**src/rtl/rvfi_imem_learn_check.sv**
```systemverilog
// -----------------------------------------------------------------------------
// rvfi_imem_learn_check
//
// Instruction-memory consistency checker on the RVFI retirement bus. Each slot
// watches one halfword address. The first qualifying retirement that fetches
// that halfword stores its value. Every later retirement that fetches it must
// return the same value. Mismatches are reported through registered, sticky
// error outputs rather than inline assertions.
//
// Build option:
//   RVFI_IMEM_FENCEI_EN - when defined, a qualifying FENCE.I retirement empties
//                         every slot. Channels above the FENCE.I channel in the
//                         same cycle see empty slots and may relearn them.
//
// Ports:
//   clk, resetn    clock; synchronous active-low reset
//   slot_addr      NSLOT*XLEN watched halfword addresses (slot k at [k*XLEN +: XLEN]).
//                  An odd address disables that slot. Hold stable after reset.
//   rvfi_valid     NRET   retirement valid per channel
//   rvfi_insn      NRET*32 retired instruction word
//   rvfi_trap      NRET   retirement trapped
//   rvfi_pc_rdata  NRET*XLEN PC of the retired instruction
//   learned        NSLOT  per-slot state (1 = LEARNED, 0 = EMPTY)
//   err            sticky mismatch flag
//   err_slot/err_chan/err_expect/err_actual  capture of the first mismatch
//   check_cnt      saturating count of successful compares
//
// Handshake: rvfi_valid alone qualifies each channel in the cycle it is high.
// There is no ready signal, and the checker never back-pressures the core.
// -----------------------------------------------------------------------------
module rvfi_imem_learn_check #(
    parameter int XLEN        = 32,
    parameter int NRET        = 1,
    parameter int NSLOT       = 4,
    parameter int CNTW        = 16,
    parameter int IGNORE_TRAP = 1,
    localparam int SW         = (NSLOT > 1) ? $clog2(NSLOT) : 1,
    localparam int CHW        = (NRET > 1) ? $clog2(NRET) : 1
) (
    input  logic                    clk,
    input  logic                    resetn,
    input  logic [NSLOT*XLEN-1:0]   slot_addr,
    input  logic [NRET-1:0]         rvfi_valid,
    input  logic [NRET*32-1:0]      rvfi_insn,
    input  logic [NRET-1:0]         rvfi_trap,
    input  logic [NRET*XLEN-1:0]    rvfi_pc_rdata,
    output logic [NSLOT-1:0]        learned,
    output logic                    err,
    output logic [SW-1:0]           err_slot,
    output logic [CHW-1:0]          err_chan,
    output logic [15:0]             err_expect,
    output logic [15:0]             err_actual,
    output logic [CNTW-1:0]         check_cnt
);

    // Width of the per-cycle match count, and of the saturating sum.
    localparam int MW   = $clog2(NRET*NSLOT + 1);
    localparam int SUMW = ((CNTW > MW) ? CNTW : MW) + 1;

    typedef enum logic {
        SLOT_EMPTY   = 1'b0,
        SLOT_LEARNED = 1'b1
    } slot_state_t;

    slot_state_t state     [NSLOT];
    logic [15:0] val       [NSLOT];
    slot_state_t nxt_state [NSLOT];
    logic [15:0] nxt_val   [NSLOT];

    logic [MW-1:0]   match_cnt;
    logic            mis_found;
    logic [SW-1:0]   mis_slot;
    logic [CHW-1:0]  mis_chan;
    logic [15:0]     mis_expect;
    logic [15:0]     mis_actual;

    logic [XLEN-1:0] pc_lo;
    logic [XLEN-1:0] pc_hi;
    logic [XLEN-1:0] addr;
    logic [31:0]     insn;
    logic            qual;
    logic            lo_hit;
    logic            hi_hit;
    logic [15:0]     hw;
    logic [SUMW-1:0] cnt_sum;

    // The learned output is the slot state itself.
    always_comb begin
        for (int k = 0; k < NSLOT; k++) begin
            learned[k] = (state[k] == SLOT_LEARNED);
        end
    end

    // Walk channels in ascending order, carrying the slot state forward. A
    // later channel therefore sees what an earlier channel learned (or what
    // a FENCE.I cleared) in the same cycle.
    always_comb begin
        for (int k = 0; k < NSLOT; k++) begin
            nxt_state[k] = state[k];
            nxt_val[k]   = val[k];
        end
        match_cnt  = '0;
        mis_found  = 1'b0;
        mis_slot   = '0;
        mis_chan   = '0;
        mis_expect = '0;
        mis_actual = '0;
        pc_lo      = '0;
        pc_hi      = '0;
        addr       = '0;
        insn       = '0;
        qual       = 1'b0;
        lo_hit     = 1'b0;
        hi_hit     = 1'b0;
        hw         = '0;

        for (int c = 0; c < NRET; c++) begin
            insn  = rvfi_insn[c*32 +: 32];
            pc_lo = rvfi_pc_rdata[c*XLEN +: XLEN];
            pc_hi = pc_lo + XLEN'(2);   // wraps at the top of the address space
            qual  = rvfi_valid[c] && !((IGNORE_TRAP != 0) && rvfi_trap[c]);

            for (int k = 0; k < NSLOT; k++) begin
                addr   = slot_addr[k*XLEN +: XLEN];
                // An odd slot address disables the slot.
                lo_hit = qual && !addr[0] && (pc_lo == addr);
                // Only a 32-bit instruction covers the following halfword.
                hi_hit = qual && !addr[0] && (insn[1:0] == 2'b11) && (pc_hi == addr);
                hw     = lo_hit ? insn[15:0] : insn[31:16];

                if (lo_hit || hi_hit) begin
                    if (nxt_state[k] == SLOT_EMPTY) begin
                        nxt_state[k] = SLOT_LEARNED;
                        nxt_val[k]   = hw;
                    end else if (nxt_val[k] == hw) begin
                        match_cnt = match_cnt + MW'(1);
                    end else if (!mis_found) begin
                        // The first mismatch in (channel, slot) order wins.
                        mis_found  = 1'b1;
                        mis_slot   = SW'(k);
                        mis_chan   = CHW'(c);
                        mis_expect = nxt_val[k];
                        mis_actual = hw;
                    end
                end
            end

`ifdef RVFI_IMEM_FENCEI_EN
            // FENCE.I clears the slots after its own fetch has been checked.
            if (qual && (insn[6:0] == 7'b0001111) && (insn[14:12] == 3'b001)) begin
                for (int k = 0; k < NSLOT; k++) begin
                    nxt_state[k] = SLOT_EMPTY;
                    nxt_val[k]   = '0;
                end
            end
`endif
        end

        cnt_sum = SUMW'(check_cnt) + SUMW'(match_cnt);
    end

    always_ff @(posedge clk) begin
        if (!resetn) begin
            for (int k = 0; k < NSLOT; k++) begin
                state[k] <= SLOT_EMPTY;
                val[k]   <= '0;
            end
            err        <= 1'b0;
            err_slot   <= '0;
            err_chan   <= '0;
            err_expect <= '0;
            err_actual <= '0;
            check_cnt  <= '0;
        end else begin
            for (int k = 0; k < NSLOT; k++) begin
                state[k] <= nxt_state[k];
                val[k]   <= nxt_val[k];
            end
            // Capture only the first mismatch after reset. The error stays set.
            if (!err && mis_found) begin
                err        <= 1'b1;
                err_slot   <= mis_slot;
                err_chan   <= mis_chan;
                err_expect <= mis_expect;
                err_actual <= mis_actual;
            end
            if (cnt_sum > SUMW'({CNTW{1'b1}})) begin
                check_cnt <= '1;
            end else begin
                check_cnt <= cnt_sum[CNTW-1:0];
            end
        end
    end

endmodule
```
**config.mk**
```make
export PLATFORM = sky130hd
export DESIGN_NAME = rvfi_imem_learn_check
export DESIGN_NICKNAME = d
export VERILOG_FILES = /design/src/rtl/rvfi_imem_learn_check.sv
export SDC_FILE = /design/constraint.sdc
export NUM_CORES = 1
export LEC_CHECK = 0
export BUFFER_PORTS_ARGS = -buffer_cell sky130_fd_sc_hd__buf_2
export CAP_MARGIN = 20
export CORE_ASPECT_RATIO = 1.1
export CORE_MARGIN = 5
export CORE_UTILIZATION = 58
export DETAILED_ROUTE_END_ITERATION = 10
export PLACE_DENSITY_LB_ADDON = 0.3
export SETUP_SLACK_MARGIN = 0.5
export SKIP_CTS_REPAIR_TIMING = 1
export SLEW_MARGIN = 20
export SYNTH_ARGS = -nofsm -noshare
export SYNTH_HDL_FRONTEND = slang
export SYNTH_SLANG_ARGS = --single-unit
```
**constraint.sdc**
```tcl
create_clock -name clk -period 9.4 [get_ports clk]
set_input_delay 1.88 -clock clk [delete_from_list [all_inputs] [get_ports clk]]
set_output_delay 1.88 -clock clk [all_outputs]
set_load 0.01 [all_outputs]
```
# ---- Word level (Yosys, flattened, before mapping)
# Memories as Yosys holds them, arrays and structs flattened.
# Cells that the tools add are included.
dict set report op_classes {
  add_sub_neg 5
  magnitude_cmp 1
  eq_ne 13
  muxes 93
  n_bitwise 8
  reduce_logical 28
}
# cell count
set ops {}
lappend ops {{16-bit two-way mux} 47}
lappend ops {{32-bit equality test} 8}
lappend ops {{16-bit equality test} 4}
lappend ops {{32-bit by 2-bit adder with 32-bit output (second input constant)} 1}
lappend ops {{1-bit two-way mux} 29}
lappend ops {{3-bit two-way mux} 9}
lappend ops {{1-bit logical AND} 18}
lappend ops {{16-bit by 3-bit adder with 17-bit output} 1}
lappend ops {{17-bit by 16-bit greater-than comparator with 1-bit output (second input constant)} 1}
lappend ops {{2-bit two-way mux} 8}
lappend ops {{3-bit by 1-bit adder with 3-bit output (second input constant)} 3}
lappend ops {{1-bit OR} 8}
lappend ops {{1-bit zero test} 6}
lappend ops {{1-bit logical OR} 4}
lappend ops {{2-bit equality test (second input constant)} 1}
dict set report totals {
  register_bits 51
  ram_bits 68
  in_bits 196
  output_inout_bits 56
  elab_cells 155
  mem_count 2
}
# memory depth width rd rd_ports_with_merged_regs wr line
set mem_list {}
lappend mem_list {val 4 16 4 0 4 66} ;# logic [15:0] val [NSLOT];
lappend mem_list {state 4 1 4 0 4 65} ;# slot_state_t state [NSLOT];

# ---- Logic depth before layout (Yosys ltp)
dict set report logic_depth {
  ltp_word 24
  depth_mapped 29
  mapped_depth_nobuf 27
}

# ---- Least setup slack after synthesis
# OpenSTA, ideal clock, no wires.
dict set report synth_timing {
  path_type {input-to-reg}
  startpoint {in rvfi_pc_rdata[28]}
  endpoint {reg check_cnt[3]}
  setup_time_ns 0.071
  arrival_time_ns 7.145
  required_ns 9.330
  slack_ns 2.185
  stages 26
  path_buffers 3
  cell_sequence {clkbuf_1 nand4_1 or3_1 or3_1 clkbuf_1 xor2_1 a2111oi_1 a41o_1 nand2_1 nor2_1 ha_1 mux2i_1 inv_1 ha_1 nand2_1 o31ai_1 ha_1 mux2i_1 fa_1 nor2b_1 o21a_1 nand4_1 nor3_1 nand4_1 clkbuf_1 a21oi_1}
}
dict set report synth_between {
  elab_chain_cells 22
  elab_cells_between_ends 47
  classes_between {5 x add/sub; 1 x order compare; 12 x eq/ne; 17 x mux; 12 x reduce/logical}
}
# item line
set synth_lines {}
lappend synth_lines {{from (decl)} 46} ;# input logic [NRET*XLEN-1:0] rvfi_pc_rdata,
lappend synth_lines {{parallel branches: the longest is 18 deep, another holds 32-bit by 2-bit adder with 32-bit output} -}
lappend synth_lines {{3-bit two-way mux (*)} 131} ;# if (lo_hit || hi_hit) begin
lappend synth_lines {{16-bit by 3-bit adder with 17-bit output (*)} 159} ;# cnt_sum = SUMW'(check_cnt) + SUMW'(match_cnt);
lappend synth_lines {{17-bit by 16-bit greater-than comparator with 1-bit output} 187} ;# if (cnt_sum > SUMW'({CNTW{1'b1}})) begin
lappend synth_lines {{16-bit two-way mux (*)} 187}
lappend synth_lines {{to (signal assigned)} 190} ;# check_cnt <= cnt_sum[CNTW-1:0];
lappend synth_lines {{to (decl)} 53} ;# output logic [CNTW-1:0] check_cnt
# Mark *: on every way between the ends.
# A chain may end at the register's enable or synchronous reset.

# ---- Worst setup path after layout
dict set report layout_timing {
  startpoint {in rvfi_pc_rdata[1]}
  endpoint {reg check_cnt[15]}
}
# Same word-level chain as after synthesis.

==> results.cfg <==
[timing]
grt_setup_unrepaired = no
hold_violations = 0
worst_clock_skew_ns = 0.0170
slew_headroom = 0.245
tightest_slew_ns = 1.13
hold_slack_ns = 0.535
fmax_mhz = 120
tns_ns = 0
worst_slack_ns = 1.09
fin_crit_sh = 0.884
slew_violations = 0
setup_violations = 0
period_minus_slack_ns = 8.31

[grt]
track_usage = 0.510
grt_pass1_wl_um = 101000
grt_max_degree = 71
grt_pass1_vias = 16103
grt_overflow = 0
antenna_found_initial = 1

[critical_path]
setup.worst_path.end_class = flop
worstPathRequired_ns = 9.69
critPathArrivalTime_ns = 8.60
worst_setup_path_start_kind = primary input
cp_max_fo = 13
crit_type = primary input to flop

[clock_network]
clk_pin_slew_ns = 0.07
clk_latency_ns = 0.44
clockBufferDepth = 2
tritoncts = done
cts-root-buf = clkbuf_16
numCtsBuffers = 17
cts_sinks = 119
ctsHtreeMaxLevel = 4

[outcome]
status = completed

[finish]
fillCellCount = 1896
drive_above_1_share = 0.198
num-nets-final = 2180
final_common_cell = buf_2
final_cells = 2289
mostFrequentLayoutCells = 250 x buf_2, 150 x xor2_1, 148 x nand2_1
diodes = 0
area_growth_pct = 14.5

[synth]
ys_ff_latch = 119
synth-main-ff-cell = dfxtp_1
synth.net_count = 2011
synthTopCellsByArea = dfxtp_1 18%, xor2_1 9.9%, xnor2_1 9.0%, nand2_1 4.2%, nor2_1 4.0%
synth_edf_count = 0
synth_area_um2 = 13300
syn_inst = 1807
synth.top_cell.area_share = 0.179
synth_async_sr_flop_share = 0
synth_warnings = 0
synth.avg_cell_area_um2 = 7.35
synth_top_area_cell = dfxtp_1
seq_area_frac_synth = 0.179
yosysUniqueCellTypes = 93

[power_and_ir_drop]
p_per_area_nw_per_um2 = 109
peakVddDrop_v = 0.000133
total_leakage_power_nw = 5.92

[route]
wirelength_um = 69300
vias = 16782
drtIter0Drc = 3032
dr.pass1.iters = 7
drc = 0
drt-vias-per-instance = 7.33
wl_per_cell_um = 30.3
detail-route-antenna-nets = 0

[placed_design]
port_buffers = 250
place_ws_ns = 0.327
place_congestion = 1.17
place_inst = 2255
dpl.hpwl_um = 52100

[floorplanning]
die_h_um = 169
fp.coreArea_um2 = 22700
rows = 58
io_pins = 252
start_util = 0.584
die_w_um = 154
dieArea_um2 = 26000

[run]
maxCapViolations = 0

[hold_path]
hp-class = flop to flop
## critical path, cell delays in order
cell and delay, ns:
buf_2 0.20, ha_2 0.39, nand3_1 0.41, nor4_4 0.65, o22ai_1 0.16, nand4b_1 0.21
a2111oi_1 0.57, a41o_1 0.38, nand2_1 0.08, nor2_1 0.23, ha_1 0.29, mux2i_1 0.31
inv_1 0.08, ha_1 0.28, nand2_1 0.06, o31ai_1 0.09, ha_1 0.33, mux2_2 0.29
ha_1 0.31, a21o_1 0.12, a21oi_1 0.10, nor2_1 0.18, and3_1 0.24, nand2b_1 0.09
nor2_1 0.21, nand3_1 0.12, nor3b_1 0.24, nor3_1 0.10
## cells in the mapped netlist, drive strengths merged (8+ instances only)
| master | n |
|---|---|
| xor2 | 150 |
| nand2 | 148 |
| nor2 | 144 |
| xnor2 | 137 |
| dfxtp | 119 |
| o21ai | 112 |
| a21oi | 92 |
| clkbuf | 84 |
| nand4 | 83 |
| inv | 69 |
| nor4 | 65 |
| buf | 61 |
| nand3 | 54 |
| mux2i | 53 |
| a31oi | 39 |
| nor3 | 34 |
| and3 | 21 |
| and4 | 20 |
| o22ai | 19 |
| a211oi | 18 |
| a221oi | 18 |
| and2 | 18 |
| mux2 | 17 |
| o221a | 14 |
| nand2b | 13 |
| or4 | 13 |
| nor2b | 12 |
| a2111oi | 11 |
| a21o | 11 |
| or3 | 11 |
| o31ai | 10 |
| a22oi | 8 |
| o2111ai | 8 |
| o211ai | 8 |
## cells by family after synthesis
kind of cell,Yosys count,share of synthesized area
XOR/XNOR,289,0.193
other,1,0.000282
AO/OA/AOI/OAI,433,0.219
buffers and inverters,215,0.0724
multiplexers,70,0.0544
adder cells (fa/ha/maj),8,0.00811
AND/OR/NAND/NOR,672,0.274
flip-flops,119,0.179
## where the power goes
part / internal [W] / leakage [nW] / total (W) / switching, W
clock: 0.000407 / 0.286 / 0.000685 / 0.000278
combinational: 0.000145 / 4.68 / 0.000463 / 0.000319
sequential: 0.000504 / 0.958 / 0.000504 / 0.0000000000000411
## metrics by stage
stage          total power [W]  area [um2]   util
3_3_place_gp          0.000945       14600  0.641
2_1_floorplan         0.000764       13300      -
4_1_cts                0.00161       15200  0.668
3_5_place_dp          0.000941       14600  0.641
5_1_grt                0.00168       15200  0.669
6_report               0.00165       15200  0.669
## path summary, 6_finish.rpt
| path | end | cells past startpoint | slack, ns | start |
|---|---|---|---|---|
| max | check_cnt[15]$_SDFF_PN0_ | 28 | 1.09 | rvfi_pc_rdata[1] |
| min | err_slot[0]$_SDFFE_PN0P_ | 2 | 0.54 | err_slot[0]$_SDFFE_PN0P_ |
| min reg2reg | err_slot[0]$_SDFFE_PN0P_ | 2 | 0.54 | err_slot[0]$_SDFFE_PN0P_ |
| max reg2reg | check_cnt[15]$_SDFF_PN0_ | 25 | 3.43 | val[1][3]$_SDFFE_PN0P_ |
## layout make-up
type	count	area [um2]	share of cell area
multi-input cells	1473	9990	0.657
flip-flops and latches	119	2380	0.157
repair buffers	295	1600	0.105
clock buffers	19	453	0.0298
well taps	300	375	0.0247
inverters	70	263	0.0173
clock inverters	13	145	0.00955
## layer usage
| layer | GRT usage | routed length [um] |
|---|---|---|
| met4 | 0.440 | 7740 |
| met2 | 0.786 | 29600 |
| met1 | 0.584 | 22600 |
| met3 | 0.133 | 9340 |
| met5 | 0 | 14 |
## state kept, by name (all words and copies together), names as in the netlist
name	count
state	4
err	1
check_cnt	16
err_slot	2
err_expect	16
val	64
err_actual	16
Note: power is estimated with default switching activity, not from simulation.
